<file path="src/rtl/atm_pkg.sv">
// atm_pkg: opcodes, response status codes and FSM state encoding shared by the ATM responder and controller.
package atm_pkg;
  typedef logic [1:0] op_t;
  typedef logic [1:0] status_t;
  localparam op_t OP_PIN = 2'b00;
  localparam op_t OP_BAL = 2'b01;
  localparam op_t OP_DEP = 2'b10;
  localparam op_t OP_WD  = 2'b11;
  localparam status_t ST_OK     = 2'b00;
  localparam status_t ST_BADPIN = 2'b01;
  localparam status_t ST_REJ    = 2'b10;
  localparam status_t ST_DENY   = 2'b11;
  localparam logic [1:0] S_IDLE = 2'd0;
  localparam logic [1:0] S_EXEC = 2'd1;
  localparam logic [1:0] S_RESP = 2'd2;
endpackage

</file>
<file path="src/rtl/atm_bank_responder_if.sv">
// atm_bank_responder_if: request/response handshake between the ATM (master) and the bank responder (slave).
interface atm_bank_responder_if;
  import atm_pkg::*;
  logic        req_valid;
  logic        req_ready;
  op_t         req_op;
  logic [3:0]  req_pin;
  logic [31:0] req_amount;
  logic        rsp_valid;
  logic        rsp_ready;
  status_t     rsp_status;
  logic [31:0] rsp_balance;
  logic        session_end;
  logic        locked;
  modport master (
    output req_valid, req_op, req_pin, req_amount, rsp_ready, session_end,
    input  req_ready, rsp_valid, rsp_status, rsp_balance, locked
  );
  modport slave (
    input  req_valid, req_op, req_pin, req_amount, rsp_ready, session_end,
    output req_ready, rsp_valid, rsp_status, rsp_balance, locked
  );
endinterface

</file>
<file path="src/rtl/atm_pin_checker.sv">
// atm_pin_checker: PIN compare, authentication flag and, with ATM_LOCKOUT_EN, the bad-PIN counter and lockout.
module atm_pin_checker #(
  parameter logic [3:0] CORRECT_PIN = 4'b1010,
  parameter int         MAX_TRIES   = 3
) (
  input  logic       clk,
  input  logic       reset,
  input  logic       check,
  input  logic       session_end,
  input  logic [3:0] pin,
  output logic       match,
  output logic       auth,
  output logic       locked
);
  logic auth_q, auth_d;
  assign match  = pin == CORRECT_PIN;
  // a card ejected during evaluation already counts as logged out
  assign auth   = auth_q & ~session_end;
  assign auth_d = session_end ? 1'b0 : check ? match & ~locked : auth_q;
  always_ff @(posedge clk or posedge reset)
    if (reset) auth_q <= 1'b0;
    else       auth_q <= auth_d;
`ifdef ATM_LOCKOUT_EN
  logic [3:0] fails_q, fails_d;
  logic       locked_q, locked_d;
  assign fails_d  = check & ~locked_q ? (match ? 4'd0 : fails_q + 4'd1) : fails_q;
  assign locked_d = locked_q | (check & ~match & fails_d == 4'(MAX_TRIES));
  assign locked   = locked_q;
  always_ff @(posedge clk or posedge reset)
    if (reset) begin
      fails_q  <= 4'd0;
      locked_q <= 1'b0;
    end else begin
      fails_q  <= fails_d;
      locked_q <= locked_d;
    end
`else
  // never locks for any legal MAX_TRIES (1..15)
  assign locked = MAX_TRIES == 0;
`endif
endmodule

</file>
<file path="src/rtl/atm_bank_responder.sv">
// atm_bank_responder: bank-side account engine (PIN, balance, deposit, withdraw) behind a valid/ready handshake.
// Define ATM_LOCKOUT_EN to lock the account after MAX_TRIES consecutive bad PINs.
module atm_bank_responder import atm_pkg::*; #(
  parameter logic [31:0] INIT_BALANCE = 32'h000F4240,
  parameter logic [3:0]  CORRECT_PIN  = 4'b1010,
  parameter int          MAX_TRIES    = 3
) (
  input logic clk,
  input logic reset,
  atm_bank_responder_if.slave bus
);
  logic [1:0]  state_q, state_d;
  op_t         op_q;
  logic [3:0]  pin_q;
  logic [31:0] amt_q, bal_q, bal_d;
  status_t     status_q, status_d;
  logic        match, auth, locked;
  logic [32:0] sum;
  assign sum = {1'b0, bal_q} + {1'b0, amt_q};
  atm_pin_checker #(.CORRECT_PIN(CORRECT_PIN), .MAX_TRIES(MAX_TRIES)) u_pin (
    .clk         (clk),
    .reset       (reset),
    .check       (state_q == S_EXEC && op_q == OP_PIN),
    .session_end (bus.session_end),
    .pin         (pin_q),
    .match       (match),
    .auth        (auth),
    .locked      (locked)
  );
  always_comb begin
    state_d  = state_q == S_IDLE ? (bus.req_valid ? S_EXEC : S_IDLE) :
               state_q == S_EXEC ? S_RESP :
               (state_q == S_RESP && !bus.rsp_ready) ? S_RESP : S_IDLE;
    status_d = locked              ? ST_DENY :
               op_q == OP_PIN      ? (match ? ST_OK : ST_BADPIN) :
               !auth               ? ST_DENY :
               op_q == OP_DEP      ? (sum[32] ? ST_REJ : ST_OK) :
               op_q == OP_WD       ? (amt_q <= bal_q ? ST_OK : ST_REJ) : ST_OK;
    bal_d    = status_d != ST_OK   ? bal_q :
               op_q == OP_DEP      ? sum[31:0] :
               op_q == OP_WD       ? bal_q - amt_q : bal_q;
  end
  always_ff @(posedge clk or posedge reset)
    if (reset) begin
      state_q  <= S_IDLE;
      op_q     <= OP_PIN;
      pin_q    <= 4'd0;
      amt_q    <= 32'd0;
      bal_q    <= INIT_BALANCE;
      status_q <= ST_OK;
    end else begin
      state_q <= state_d;
      if (bus.req_valid && bus.req_ready) begin
        op_q  <= bus.req_op;
        pin_q <= bus.req_pin;
        amt_q <= bus.req_amount;
      end
      if (state_q == S_EXEC) begin
        bal_q    <= bal_d;
        status_q <= status_d;
      end
    end
  // the balance register only moves on the EXEC->RESP edge, so it doubles as the response balance
  assign bus.req_ready   = state_q == S_IDLE;
  assign bus.rsp_valid   = state_q == S_RESP;
  assign bus.rsp_status  = status_q;
  assign bus.rsp_balance = bal_q;
  assign bus.locked      = locked;
endmodule
</file>
<file path="src/flat_wrapper.sv">
// flat-port wrapper written by rule: the top's interface ports become plain ports
module atm_bank_responder_flat import atm_pkg::*;
#(
  parameter logic [31:0] INIT_BALANCE = 32'h000F4240,
  parameter logic [3:0]  CORRECT_PIN  = 4'b1010,
  parameter int          MAX_TRIES    = 3
)
  (clk, reset, bus_req_valid, bus_req_op, bus_req_pin, bus_req_amount, bus_rsp_ready, bus_session_end, bus_req_ready, bus_rsp_valid, bus_rsp_status, bus_rsp_balance, bus_locked);
  atm_bank_responder_if bus_i ();
  input logic clk;
  input logic reset;
  input wire logic [$bits(bus_i.req_valid)-1:0] bus_req_valid;
  input wire logic [$bits(bus_i.req_op)-1:0] bus_req_op;
  input wire logic [$bits(bus_i.req_pin)-1:0] bus_req_pin;
  input wire logic [$bits(bus_i.req_amount)-1:0] bus_req_amount;
  input wire logic [$bits(bus_i.rsp_ready)-1:0] bus_rsp_ready;
  input wire logic [$bits(bus_i.session_end)-1:0] bus_session_end;
  output wire logic [$bits(bus_i.req_ready)-1:0] bus_req_ready;
  output wire logic [$bits(bus_i.rsp_valid)-1:0] bus_rsp_valid;
  output wire logic [$bits(bus_i.rsp_status)-1:0] bus_rsp_status;
  output wire logic [$bits(bus_i.rsp_balance)-1:0] bus_rsp_balance;
  output wire logic [$bits(bus_i.locked)-1:0] bus_locked;
  assign bus_i.req_valid = bus_req_valid;
  assign bus_i.req_op = bus_req_op;
  assign bus_i.req_pin = bus_req_pin;
  assign bus_i.req_amount = bus_req_amount;
  assign bus_i.rsp_ready = bus_rsp_ready;
  assign bus_i.session_end = bus_session_end;
  assign bus_req_ready = bus_i.req_ready;
  assign bus_rsp_valid = bus_i.rsp_valid;
  assign bus_rsp_status = bus_i.rsp_status;
  assign bus_rsp_balance = bus_i.rsp_balance;
  assign bus_locked = bus_i.locked;
  atm_bank_responder #(.INIT_BALANCE(INIT_BALANCE), .CORRECT_PIN(CORRECT_PIN), .MAX_TRIES(MAX_TRIES)) u_core (.clk(clk), .reset(reset), .bus(bus_i));
endmodule
</file>
<file path="config.mk">
export PLATFORM = sky130hd
export DESIGN_NAME = atm_bank_responder_flat
export DESIGN_NICKNAME = d
export VERILOG_FILES = /design/src/rtl/atm_pkg.sv /design/src/rtl/atm_bank_responder_if.sv /design/src/rtl/atm_pin_checker.sv /design/src/rtl/atm_bank_responder.sv /design/src/flat_wrapper.sv
export SDC_FILE = /design/constraint.sdc
export NUM_CORES = 1
export LEC_CHECK = 0
export BUFFER_PORTS_ARGS = -buffer_cell sky130_fd_sc_hd__buf_2
export CAP_MARGIN = 0
export CORE_UTILIZATION = 40
export CTS_CLUSTER_DIAMETER = 40
export DETAILED_ROUTE_END_ITERATION = 12
export GPL_TIMING_DRIVEN = 0
export HOLD_SLACK_MARGIN = 0.05
export SYNTH_ARGS = -nofsm -noshare
export SYNTH_HDL_FRONTEND = slang
export SYNTH_SLANG_ARGS = --single-unit
</file>
<file path="constraint.sdc">
create_clock -name clk -period 5.1 [get_ports clk]
set_clock_uncertainty 0.1 [all_clocks]
set_input_delay 1.275 -clock clk [delete_from_list [all_inputs] [get_ports clk]]
set_output_delay 1.275 -clock clk [all_outputs]
set_load 0.05 [all_outputs]
</file>
### After elaboration in Yosys (flattened, before gate mapping)

Index checks and enable logic that the tools add are counted.
W data, S select, Z words.

* add/sub/neg operators: 2
* $lt $le $gt $ge: 1
* eq/ne operators: 5
* muxes and demuxes: 15
* bitwise logic cells: 3
* reductions and logical operators: 10

Operator list (count)
* $mux W32: 2
* $add A32 B32 Y33: 1
* $le A32 B32 Y1: 1
* $sub A32 B32 Y32: 1
* $mux W2: 9
* $eq A2 B2 Y1 const B: 3
* $reduce_bool A2 Y1: 3
* $eq A4 B4 Y1 const B: 1
* $logic_not A2 Y1: 2
* $mux W1: 4
* $logic_and A1 B1 Y1: 3
* $reduce_and A3 Y1: 1
* $eq A2 B1 Y1 const B: 1
* $not A1 Y1: 2
* $and A1 B1 Y1: 1
* $logic_not A1 Y1: 1

* bits in registers: 75
* output and inout bits: 37
* word-level logic and storage cells: 43

### Longest topological paths before layout

* word-level depth: 9
* gate-level depth with buffers: 14
* mapped depth without buffers: 12

### Cells and area by module

A second synthesis with hierarchy kept.

* cell total of the unflattened synthesis: 804
* area, all modules: 6318.6 um2

Modules (own cells, without submodules)
* atm_bank_responder: times used 1, cells each 795, area each 6241.0 um2
* atm_pin_checker: times used 1, cells each 9, area each 77.6 um2

### Least setup slack after synthesis

No wires, ideal clock.

* kind: register to register
* from: register u_core.bal_q[0] (netlist: u_core.bus.rsp_balance[0])
* to: register u_core.bal_q[2] (netlist: u_core.bus.rsp_balance[2])
* setup time: 0.127 ns
* data arrival time: 3.078 ns
* data required time: 4.873 ns
* setup slack: 1.795 ns
* cell stages (with the launch flop): 14
* period minus slack after synthesis: 3.305 ns
* cells stage by stage: dfrtp_1 -> ha_1 -> fa_1 -> nor2b_1 -> o311a_1 -> o221a_1 -> a22oi_2 -> and2_2 -> o31a_4 -> o211a_4 -> nand4b_4 -> buf_6 -> nand2_1 -> o21ai_0

* cells in the longest elaborated chain, start to end: 9

RTL lines
* start: declaration: line atm_bank_responder.sv:15 `logic [31:0] amt_q, bal_q, bal_d;`
* start signal: assignment: line atm_bank_responder.sv:59 `bal_q <= bal_d;`
* $le A32 B32 Y1: line atm_bank_responder.sv:38 `op_q == OP_WD ? (amt_q <= bal_q ? ST_OK : ST_REJ) : ST_OK;`
* $mux W2 (2 in a row): line atm_bank_responder.sv:38
* $mux W2: line atm_bank_responder.sv:37 `op_q == OP_DEP ? (sum[32] ? ST_REJ : ST_OK) :`
* $mux W2: line atm_bank_responder.sv:36 `!auth ? ST_DENY :`
* $mux W2: line atm_bank_responder.sv:35 `op_q == OP_PIN ? (match ? ST_OK : ST_BADPIN) :`
* $reduce_bool A2 Y1: line atm_bank_responder.sv:39 `bal_d = status_d != ST_OK ? bal_q :`
* $not A1 Y1 (no line)
* $reduce_and A3 Y1 (no line)

Several ways; a longest one is shown, not always the timed one. The select of a mux whose other input is x is not followed.
A chain may end at the register's enable or synchronous reset.

### Final worst setup path

* from: register u_core.amt_q[1]
* to: register u_core.bal_q[31] (netlist: u_core.bus.rsp_balance[31])

* cells in the longest elaborated chain, start to end: 9

RTL lines
* start: declaration: line atm_bank_responder.sv:15
* start signal: assignment: line atm_bank_responder.sv:56 `amt_q <= bus.req_amount;`
* $le A32 B32 Y1: line atm_bank_responder.sv:38
* $mux W2 (2 in a row): line atm_bank_responder.sv:38
* $mux W2: line atm_bank_responder.sv:37
* $mux W2: line atm_bank_responder.sv:36
* $mux W2: line atm_bank_responder.sv:35
* $reduce_bool A2 Y1: line atm_bank_responder.sv:39
* $not A1 Y1 (no line)
* $reduce_and A3 Y1 (no line)

Several ways; a longest one is shown, not always the timed one. The select of a mux whose other input is x is not followed.

==> flow_metrics.tcl <==
set metrics [dict create \
    fin_ws_ns 1.47 \
    clk_root_buffer_cell "clkbuf_16" \
    finalWirelength_um 18500 \
    yosys-top-cells-count "nand2_1 (100), o21ai_0 (98), a21oi_1 (69), dfrtp_1 (68), ha_1 (64)" \
    portBuffers 78 \
    htreeDepth 3 \
    cp_slowest_stage_delay_ns 0.51 \
    fin_setup_tns_ns 0 \
    ys_ff_latch 75 \
    slew-limit-headroom_pct 45.9 \
    clock_latency_ns 0.35 \
    post-place-cells 1090 \
    stdcell_area_um2 7370 \
    clock_path_buffers 2 \
    first_pass_iters 5 \
    critical_path_class "register to register" \
    cts_tree "done" \
    io_pins 80 \
    dieArea_um2 16500 \
    crit_path_start_kind "register" \
    syn2layout_area_growth_pct 15.2 \
    die_height_um 129 \
    syn_nets 909 \
    critPathCaptureType "register" \
    grt_pass1_vias 5653 \
    wl_per_cell_um 16.7 \
    yosysTopAreaCell "dfrtp_1" \
    drive_above_1_share_pct 16.3 \
    synth_top_cell_area_share_pct 26.6 \
    synth_top_flop_cell "dfrtp_1" \
    syn_area_um2 6400 \
    rsz0062_at_grt "no" \
    holdCritPathClass "register to register" \
    drtIter0Drc 471 \
    core_area_um2 15400 \
    initial_utilization_pct 41.5 \
    synthArstFlopShare_pct 100 \
    antenna_found_initial 0 \
    antenna_left 0 \
    finalHoldViolations 0 \
    cts_buffers 9 \
    worstPathRequired_ns 5.27 \
    final_util_pct 47.8 \
    synth_edf_count 0 \
    grt_usage_pct 23.5 \
    via_count 6047 \
    p_leak_nw 3.56 \
    fin_nets 999 \
    place_ws_ns 1.48 \
    finalNonFillerCells 1106 \
    timing.fmax_mhz 275 \
    rows 45 \
    yosys_warnings 0 \
    cts_setup_buffers 0 \
    worst_slew_pin_slew_ns 0.791 \
    grt_max_degree 43 \
    max-cap-violations 0 \
    critPathSlowestCell "a32oi_1" \
    ctsResizeCount 0 \
    cts.sinks 75 \
    synth.area.top_cells "dfrtp_1 (27%), ha_1 (13%), o21ai_0 (7.7%)" \
    setup_viol 0 \
    worstPathArrival_ns 3.80 \
    clk_pin_slew_ns 0.06 \
    vias_per_cell 5.47 \
    cp_top_family "compound AO/OA/AOI/OAI gates" \
    netlist_instances 800 \
    grt_pass1_wl_um 30200 \
    critPathBufInv 1 \
    place_congestion 0.891 \
    cts_hold_buf 0 \
    crit_top_cell "o21ai_0" \
    ys_types 77 \
    dpl_cell_area_um2 7080 \
    status "completed" \
    fin_crit_ns 3.63 \
    grt.overflow.total 0 \
    cp_cell_sequence "inv_1 -> ha_1 -> nor2b_1 -> o311ai_0 -> nand3_1 -> a32oi_1 -> a211oi_1 -> or3_1 -> o311ai_1 -> o21ai_0 -> xor2_1 -> o21ai_0" \
    hpwl_um 14100 \
    die_width_um 129 \
    pwr_density_cell_nw_per_um2 499 \
    drc 0 \
    syn_area_per_cell_um2 8.00 \
    period_share_pct 71.2 \
    synth_seq_area_share_pct 29.4 \
    maxSlewViolCount 0 \
    synth.most_common_cell "nand2_1" \
    ir_drop_mv 0.234 \
    critPathMaxFanout 4 \
    antenna_cells 0 \
]
## worst paths after layout
check | startpoint | endpoint | slack [ns] | cells after the start
worst max-delay path | u_core.amt_q[1] | u_core.bus.rsp_balance[31] | 1.47 | 12
worst min-delay path | u_core.bus.rsp_status[1] | u_core.bus.rsp_status[1] | 0.37 | 2
worst max register to register | u_core.amt_q[1] | u_core.bus.rsp_balance[31] | 1.47 | 12
worst min register to register | u_core.bus.rsp_status[1] | u_core.bus.rsp_status[1] | 0.37 | 2
max in group asynchronous | reset | u_core.bus.rsp_balance[6] | 3.41 | 3
min in group asynchronous | reset | u_core.amt_q[21] | 0.84 | 2
## placed cells by master (no fill, tap or decap), drive strengths merged, types with 12 or more instances in the layout
cell type and count:
a21oi 69, buf 98, clkbuf 36, dfrtp 68, ha 64, inv 59
nand2 100, nand2b 14, nor2 50, nor2b 12, nor3 29, o21ai 102
xnor2 26
## flip-flops by register name, indices dropped and copies added, names as in the netlist
register and flops:
u_core.state_q 2, u_core.pin_q 4, u_core.bus.rsp_status 2, u_core.op_q 2, u_core.bus.rsp_balance 32, u_core.amt_q 32, u_core.u_pin.auth_q 1
## per-layer routing
layer | wire length, um | GRT usage (%)
met1 | 9570 | 35.6
met2 | 7710 | 33.9
met3 | 946 | 3.62
met4 | 293 | 7.20
met5 | 0 | 0
## cells by family (layout without fill, tap and decap cells)
logic type | after synthesis | in the layout | synth area share, %
fa+ha+maj | 66 | 66 | 13.1
flops | 75 | 75 | 29.4
buf+inv | 106 | 201 | 7.33
xor+xnor | 30 | 30 | 4.10
compound gates | 263 | 263 | 25.8
other cells | 1 | 1 | 0.0586
mux | 11 | 11 | 1.88
simple gates | 248 | 248 | 18.3
## metrics by stage
stage / total power, W / hold slack (ns)
2_1_floorplan: 0.00248 / 0.372
3_3_place_gp: 0.00300 / 0.364
3_5_place_dp: 0.00301 / 0.365
4_1_cts: 0.00367 / 0.379
5_1_grt: 0.00397 / 0.392
6_report: 0.00368 / 0.373
## final cells by class
class	instances	area [um^2]
multi-input combinational	619	4050
fill	1609	8050
sequential	75	1890
clock inverter	7	68.8
inverter	60	228
timing repair buffer	79	410
tap	211	264
buffer	46	244
clock buffer	9	225
## power breakdown
part	internal, W	leakage, nW	total [W]	switching, W
registers	0.000777	0.942	0.000901	0.000124
clock network	0.000377	0.141	0.000643	0.000266
logic	0.000737	2.48	0.00213	0.00140
## worst reg2reg max path, stage by stage, from the launching register on
cell      delay [ns]
dfrtp_1         0.43
inv_1           0.08
ha_1            0.33
nor2b_1         0.07
o311ai_0        0.42
nand3_1         0.25
a32oi_1         0.51
a211oi_1        0.21
or3_1           0.40
o311ai_1        0.17
o21ai_0         0.23
xor2_1          0.18
o21ai_0         0.16
(Power assumes the default switching activity.)
